[src/rtl/multi_digit_segment_driver.sv]
// Time-multiplexed N-digit seven-segment driver with shadowed data, hex/BCD glyphs and leading-zero blanking.
// Latency: outputs registered one cycle behind the scan counters; load takes effect on the following edge.

module multi_digit_segment_driver #(
    parameter int NUM_DIGITS   = 4,
    parameter int REFRESH_DIV  = 1000,
    parameter int BLANK_CYCLES = 2,
    parameter bit ACTIVE_LOW   = 1'b0
) (
    input  logic                    clk,
    input  logic                    reset,
    input  logic [4*NUM_DIGITS-1:0] digits,
    input  logic [NUM_DIGITS-1:0]   dp,
    input  logic                    load,
    input  logic                    hex_mode,
    input  logic                    blank_lz,
    output logic [6:0]              seg,
    output logic                    dp_out,
    output logic [NUM_DIGITS-1:0]   an,
    output logic                    frame
);

    localparam int CNT_W = $clog2(REFRESH_DIV);
    localparam int IDX_W = (NUM_DIGITS > 1) ? $clog2(NUM_DIGITS) : 1;
    localparam logic [CNT_W-1:0] CNT_LAST  = CNT_W'(REFRESH_DIV - 1);
    localparam logic [CNT_W-1:0] CNT_BLANK = CNT_W'(BLANK_CYCLES);
    localparam logic [IDX_W-1:0] IDX_LAST  = IDX_W'(NUM_DIGITS - 1);

    logic [CNT_W-1:0]                 cnt_q, cnt_d;
    logic [IDX_W-1:0]                 idx_q, idx_d;
    logic [NUM_DIGITS-1:0][3:0]       sh_dig_q, sh_dig_d;
    logic [NUM_DIGITS-1:0]            sh_dp_q, sh_dp_d;
    logic [6:0]                       seg_q, seg_d;
    logic                             dp_q, dp_d;
    logic [NUM_DIGITS-1:0]            an_q, an_d;
    logic                             frame_q, frame_d;
    logic [NUM_DIGITS-1:0]            lz_blank;
    logic                             upper_zero;
    logic [3:0]                       cur_nib;

    function automatic logic [6:0] glyph(input logic [3:0] nib, input logic hex);
        logic [6:0] g;
        case (nib)
            4'h0: g = 7'h7E;
            4'h1: g = 7'h30;
            4'h2: g = 7'h6D;
            4'h3: g = 7'h79;
            4'h4: g = 7'h33;
            4'h5: g = 7'h5B;
            4'h6: g = 7'h5F;
            4'h7: g = 7'h70;
            4'h8: g = 7'h7F;
            4'h9: g = 7'h7B;
            4'hA: g = 7'h77;
            4'hB: g = 7'h1F;
            4'hC: g = 7'h4E;
            4'hD: g = 7'h3D;
            4'hE: g = 7'h4F;
            default: g = 7'h47;
        endcase
        // BCD mode shows a dash for anything that is not a decimal digit
        if (!hex && (nib > 4'd9)) begin
            g = 7'h01;
        end
        return g;
    endfunction

    // Walk down from the most significant digit; a digit blanks while everything above it is zero
    always_comb begin
        lz_blank   = '0;
        upper_zero = 1'b1;
        for (int i = NUM_DIGITS - 1; i > 0; i--) begin
            upper_zero  = upper_zero & (sh_dig_q[i] == 4'd0);
            lz_blank[i] = blank_lz & upper_zero;
        end
    end

    always_comb begin
        cnt_d    = cnt_q + CNT_W'(1);
        idx_d    = idx_q;
        sh_dig_d = sh_dig_q;
        sh_dp_d  = sh_dp_q;
        if (cnt_q == CNT_LAST) begin
            cnt_d = '0;
            idx_d = (idx_q == IDX_LAST) ? '0 : idx_q + IDX_W'(1);
        end
        if (load) begin
            sh_dig_d = digits;
            sh_dp_d  = dp;
        end

        cur_nib = sh_dig_q[idx_q];
        seg_d   = lz_blank[idx_q] ? 7'h00 : glyph(cur_nib, hex_mode);
        dp_d    = sh_dp_q[idx_q];
        for (int i = 0; i < NUM_DIGITS; i++) begin
            an_d[i] = (cnt_q >= CNT_BLANK) && (idx_q == IDX_W'(i));
        end
        frame_d = (cnt_q == CNT_LAST) && (idx_q == IDX_LAST);
    end

    always_ff @(posedge clk) begin
        if (reset) begin
            cnt_q    <= '0;
            idx_q    <= '0;
            sh_dig_q <= '0;
            sh_dp_q  <= '0;
            seg_q    <= '0;
            dp_q     <= 1'b0;
            an_q     <= '0;
            frame_q  <= 1'b0;
        end else begin
            cnt_q    <= cnt_d;
            idx_q    <= idx_d;
            sh_dig_q <= sh_dig_d;
            sh_dp_q  <= sh_dp_d;
            seg_q    <= seg_d;
            dp_q     <= dp_d;
            an_q     <= an_d;
            frame_q  <= frame_d;
        end
    end

    // Pin polarity is a pure inversion after all logic; frame is an internal strobe and stays active-high
    assign seg    = seg_q ^ {7{ACTIVE_LOW}};
    assign dp_out = dp_q ^ ACTIVE_LOW;
    assign an     = an_q ^ {NUM_DIGITS{ACTIVE_LOW}};
    assign frame  = frame_q;

endmodule

[config.mk]
export PLATFORM = sky130hd
export DESIGN_NAME = multi_digit_segment_driver
export DESIGN_NICKNAME = d
export VERILOG_FILES = /design/src/rtl/multi_digit_segment_driver.sv
export SDC_FILE = /design/constraint.sdc
export NUM_CORES = 1
export LEC_CHECK = 0
export BUFFER_PORTS_ARGS = -buffer_cell sky130_fd_sc_hd__buf_4
export CAP_MARGIN = 20
export CORE_MARGIN = 2
export CORE_UTILIZATION = 55
export CTS_CLUSTER_DIAMETER = 120
export DETAILED_ROUTE_END_ITERATION = 8
export PLACE_DENSITY = 0.77
export SYNTH_ARGS = -nofsm -noshare
export SYNTH_HDL_FRONTEND = slang
export SYNTH_SLANG_ARGS = --single-unit
export TNS_END_PERCENT = 30
[constraint.sdc]
create_clock -name clk -period 3.2 [get_ports clk]
set_input_delay 0.96 -clock clk [delete_from_list [all_inputs] [get_ports clk]]
set_output_delay 0.96 -clock clk [all_outputs]
set_load 0.01 [all_outputs]
==> flow_summary.json <==
{
  "synth_warnings": 0,
  "worst_pin_slew_ns": 0.508,
  "holdBufCountCts": 0,
  "power_leakage_nw": 1.09,
  "core_area_um2": 3660,
  "diodes": 0,
  "cp-start-kind": "flip-flop",
  "highest_layer": "met4",
  "maxSlewHeadroom": 0.661,
  "path_class": "flip-flop to flip-flop",
  "finalCritPeriodShare": 0.800,
  "die_area_um2": 4320,
  "ant_nets": 0,
  "drive_gt1_frac": 0.201,
  "whs_path_depth": 1,
  "cpPeakStageDelay_ns": 0.71,
  "synth_cell_types": 35,
  "ctsHtreeMaxLevel": 2,
  "drtIter0Drc": 89,
  "grt_remaining_overflow": 0,
  "worst_setup_path_end_kind": "flip-flop",
  "cts_made_buffers": 5,
  "worst-path-max-fanout": 9,
  "grt_start_max_net_pins": 31,
  "cpMostUsedCell": "nor2_1",
  "final_nets": 286,
  "antenna_found_initial": 0,
  "vias_per_cell": 5.17,
  "synthCells": 213,
  "hold_slack_ns": 0.465,
  "drt-met1-wl_mm": 1.79,
  "synth_top_area_share": 0.430,
  "fin_skew_ns": 0.0120,
  "gp_congestion": 0.841,
  "std_cell_rows": 22,
  "worstPathArrival_ns": 2.77,
  "routed-via-count": 1535,
  "dp_hpwl_mm": 2.65,
  "power_w": 0.00117,
  "setup-tns-final_ns": 0,
  "ctsResizeCount": 0,
  "wl_per_cell_um": 12.4,
  "drt-pass1-iter-count": 4,
  "fin_ws_ns": 0.640,
  "grt_pass1_wl_mm": 6.39,
  "insertion_delay_ns": 0.30,
  "yosysSeqAreaShare": 0.430,
  "clock-sinks": 45,
  "finalHoldViolations": 0,
  "grt_pass1_vias": 1406,
  "power_density_nw_per_um2": 466,
  "cts_tree": "yes",
  "post_cts_buffers": 0,
  "drv_cap": 0,
  "hp-class": "flip-flop to flip-flop",
  "synth_area_leaders": "dfxtp_1 (43%), mux2i_1 (13%), nor2_1 (8.1%), ha_1 (7.8%), mux4_2 (3.2%)",
  "yosys.area.top_type": "dfxtp_1",
  "setup_viol": 0,
  "status": "complete, no violations",
  "fmax_ghz": 0.391,
  "ios": 38,
  "track_usage": 0.193,
  "worstPathCellList": "mux4_1, inv_1, ha_1, nor2_1, nor2_1, nor2_1, a211o_1, nor4_2",
  "avgSynthCellArea_um2": 9.83,
  "dp.cells": 289,
  "crit_slowest_cell": "mux4_1",
  "layout_common_cells": "nor2_1 (45), dfxtp_1 (45), buf_4 (38)",
  "area.growth.synth_to_final_pct": 19.6,
  "drc": 0,
  "cts.clk_slew.worst_paths_ns": 0.09,
  "ys_seq_elements": 45,
  "met3RoutedLength_um": 209,
  "r2r_cells": 8,
  "die_y_um": 65.7,
  "pre_cts_ws_ns": 0.666,
  "ir_drop_mv": 0.319,
  "instances_no_fill": 297,
  "fill_cells": 303,
  "required_ns": 3.41,
  "clockRootBuffer": "clkbuf_8",
  "dr_wl_met2_mm": 1.59,
  "die_w_um": 65.7,
  "syn-cell-area_um2": 2090,
  "routed_wl_mm": 3.67,
  "rsz0062_at_grt": "false",
  "min_period_ns": 2.56,
  "port_buffers": 37,
  "syn-num-nets": 251,
  "initial_core_util": 0.572,
  "slew_violations": 0,
  "cts_buffer_depth": 2
}
==> report_power, final <==
part / switching [W] / internal (W)
sequential: 0.0000179 / 0.000589
combinational: 0.0000662 / 0.0000765
clock: 0.000183 / 0.000234
total: 0.000268 / 0.000899
==> layout make-up <==
cell class / instances / area, um2 / share of cell area
well taps: 48 / 60.1 / 0.0240
repair buffers: 38 / 285 / 0.114
clock buffers: 6 / 72.6 / 0.0290
flip-flops and latches: 45 / 901 / 0.360
multi-input cells: 151 / 1120 / 0.448
clock inverters: 2 / 38.8 / 0.0155
inverters: 7 / 26.3 / 0.0105
==> per-layer routing <==
layer	GRT usage	vias to the layer above
met5	0	-
met4	0.0859	0
met3	0.0514	7
met2	0.287	52
met1	0.263	675
li1	-	801
==> synth_stat cells, drive strengths merged <==
library cell,n
dfxtp,45
nor2,45
mux2i,28
ha,13
nand2,8
inv,7
xnor2,7
clkbuf,6
nor4,6
and2,5
mux4,5
a21oi,4
buf,4
nand3,4
nor3,4
a211oi,3
xor2,3
and3,2
nand4,2
a211o,1
a21boi,1
a221oi,1
a311oi,1
a31oi,1
mux2,1
nand2b,1
nor2b,1
nor3b,1
o21ai,1
o22ai,1
or3,1
==> cell families (layout without fill, tap and decap cells) <==
logic type,count (synthesis),in the layout,synth area share
AOI/OAI and AO/OA,14,14,0.0448
DFF,45,45,0.430
and+or+nand+nor,80,80,0.174
adders and majority gates,13,13,0.0777
muxes,34,34,0.197
xor gates and xnor gates,10,10,0.0418
buffers and inverters,17,53,0.0346
==> flip-flops by register name (all words and copies together) (netlist names) <==
| signal | count |
|---|---|
| cnt_q | 10 |
| dp_out | 1 |
| frame | 1 |
| sh_dig_q | 16 |
| an | 4 |
| idx_q | 2 |
| seg | 7 |
| sh_dp_q | 4 |
==> through the flow <==
step                 util  cell area (um2)
finish              0.684             2500
CTS                 0.684             2500
detailed placement  0.654             2390
global route        0.684             2500
global placement    0.654             2390
floorplan               -             2090
==> worst max-delay path: cells and delay by family (launching register included) <==
kind            cells  cell delay [ns]
compound gates      1             0.37
flops               1             0.55
fa+ha+maj           1             0.21
buf+inv             1             0.17
mux                 1             0.71
simple gates        4             0.46
==> worst paths after layout <==
kind                            endpoint     start  slack [ns]
worst max-delay path              seg[6]  idx_q[0]        0.64
worst min-delay path            cnt_q[0]  cnt_q[0]        0.46
worst max register to register    seg[6]  idx_q[0]        0.64
worst min register to register  cnt_q[0]  cnt_q[0]        0.46
No activity file was read; power rests on OpenSTA's default activity.
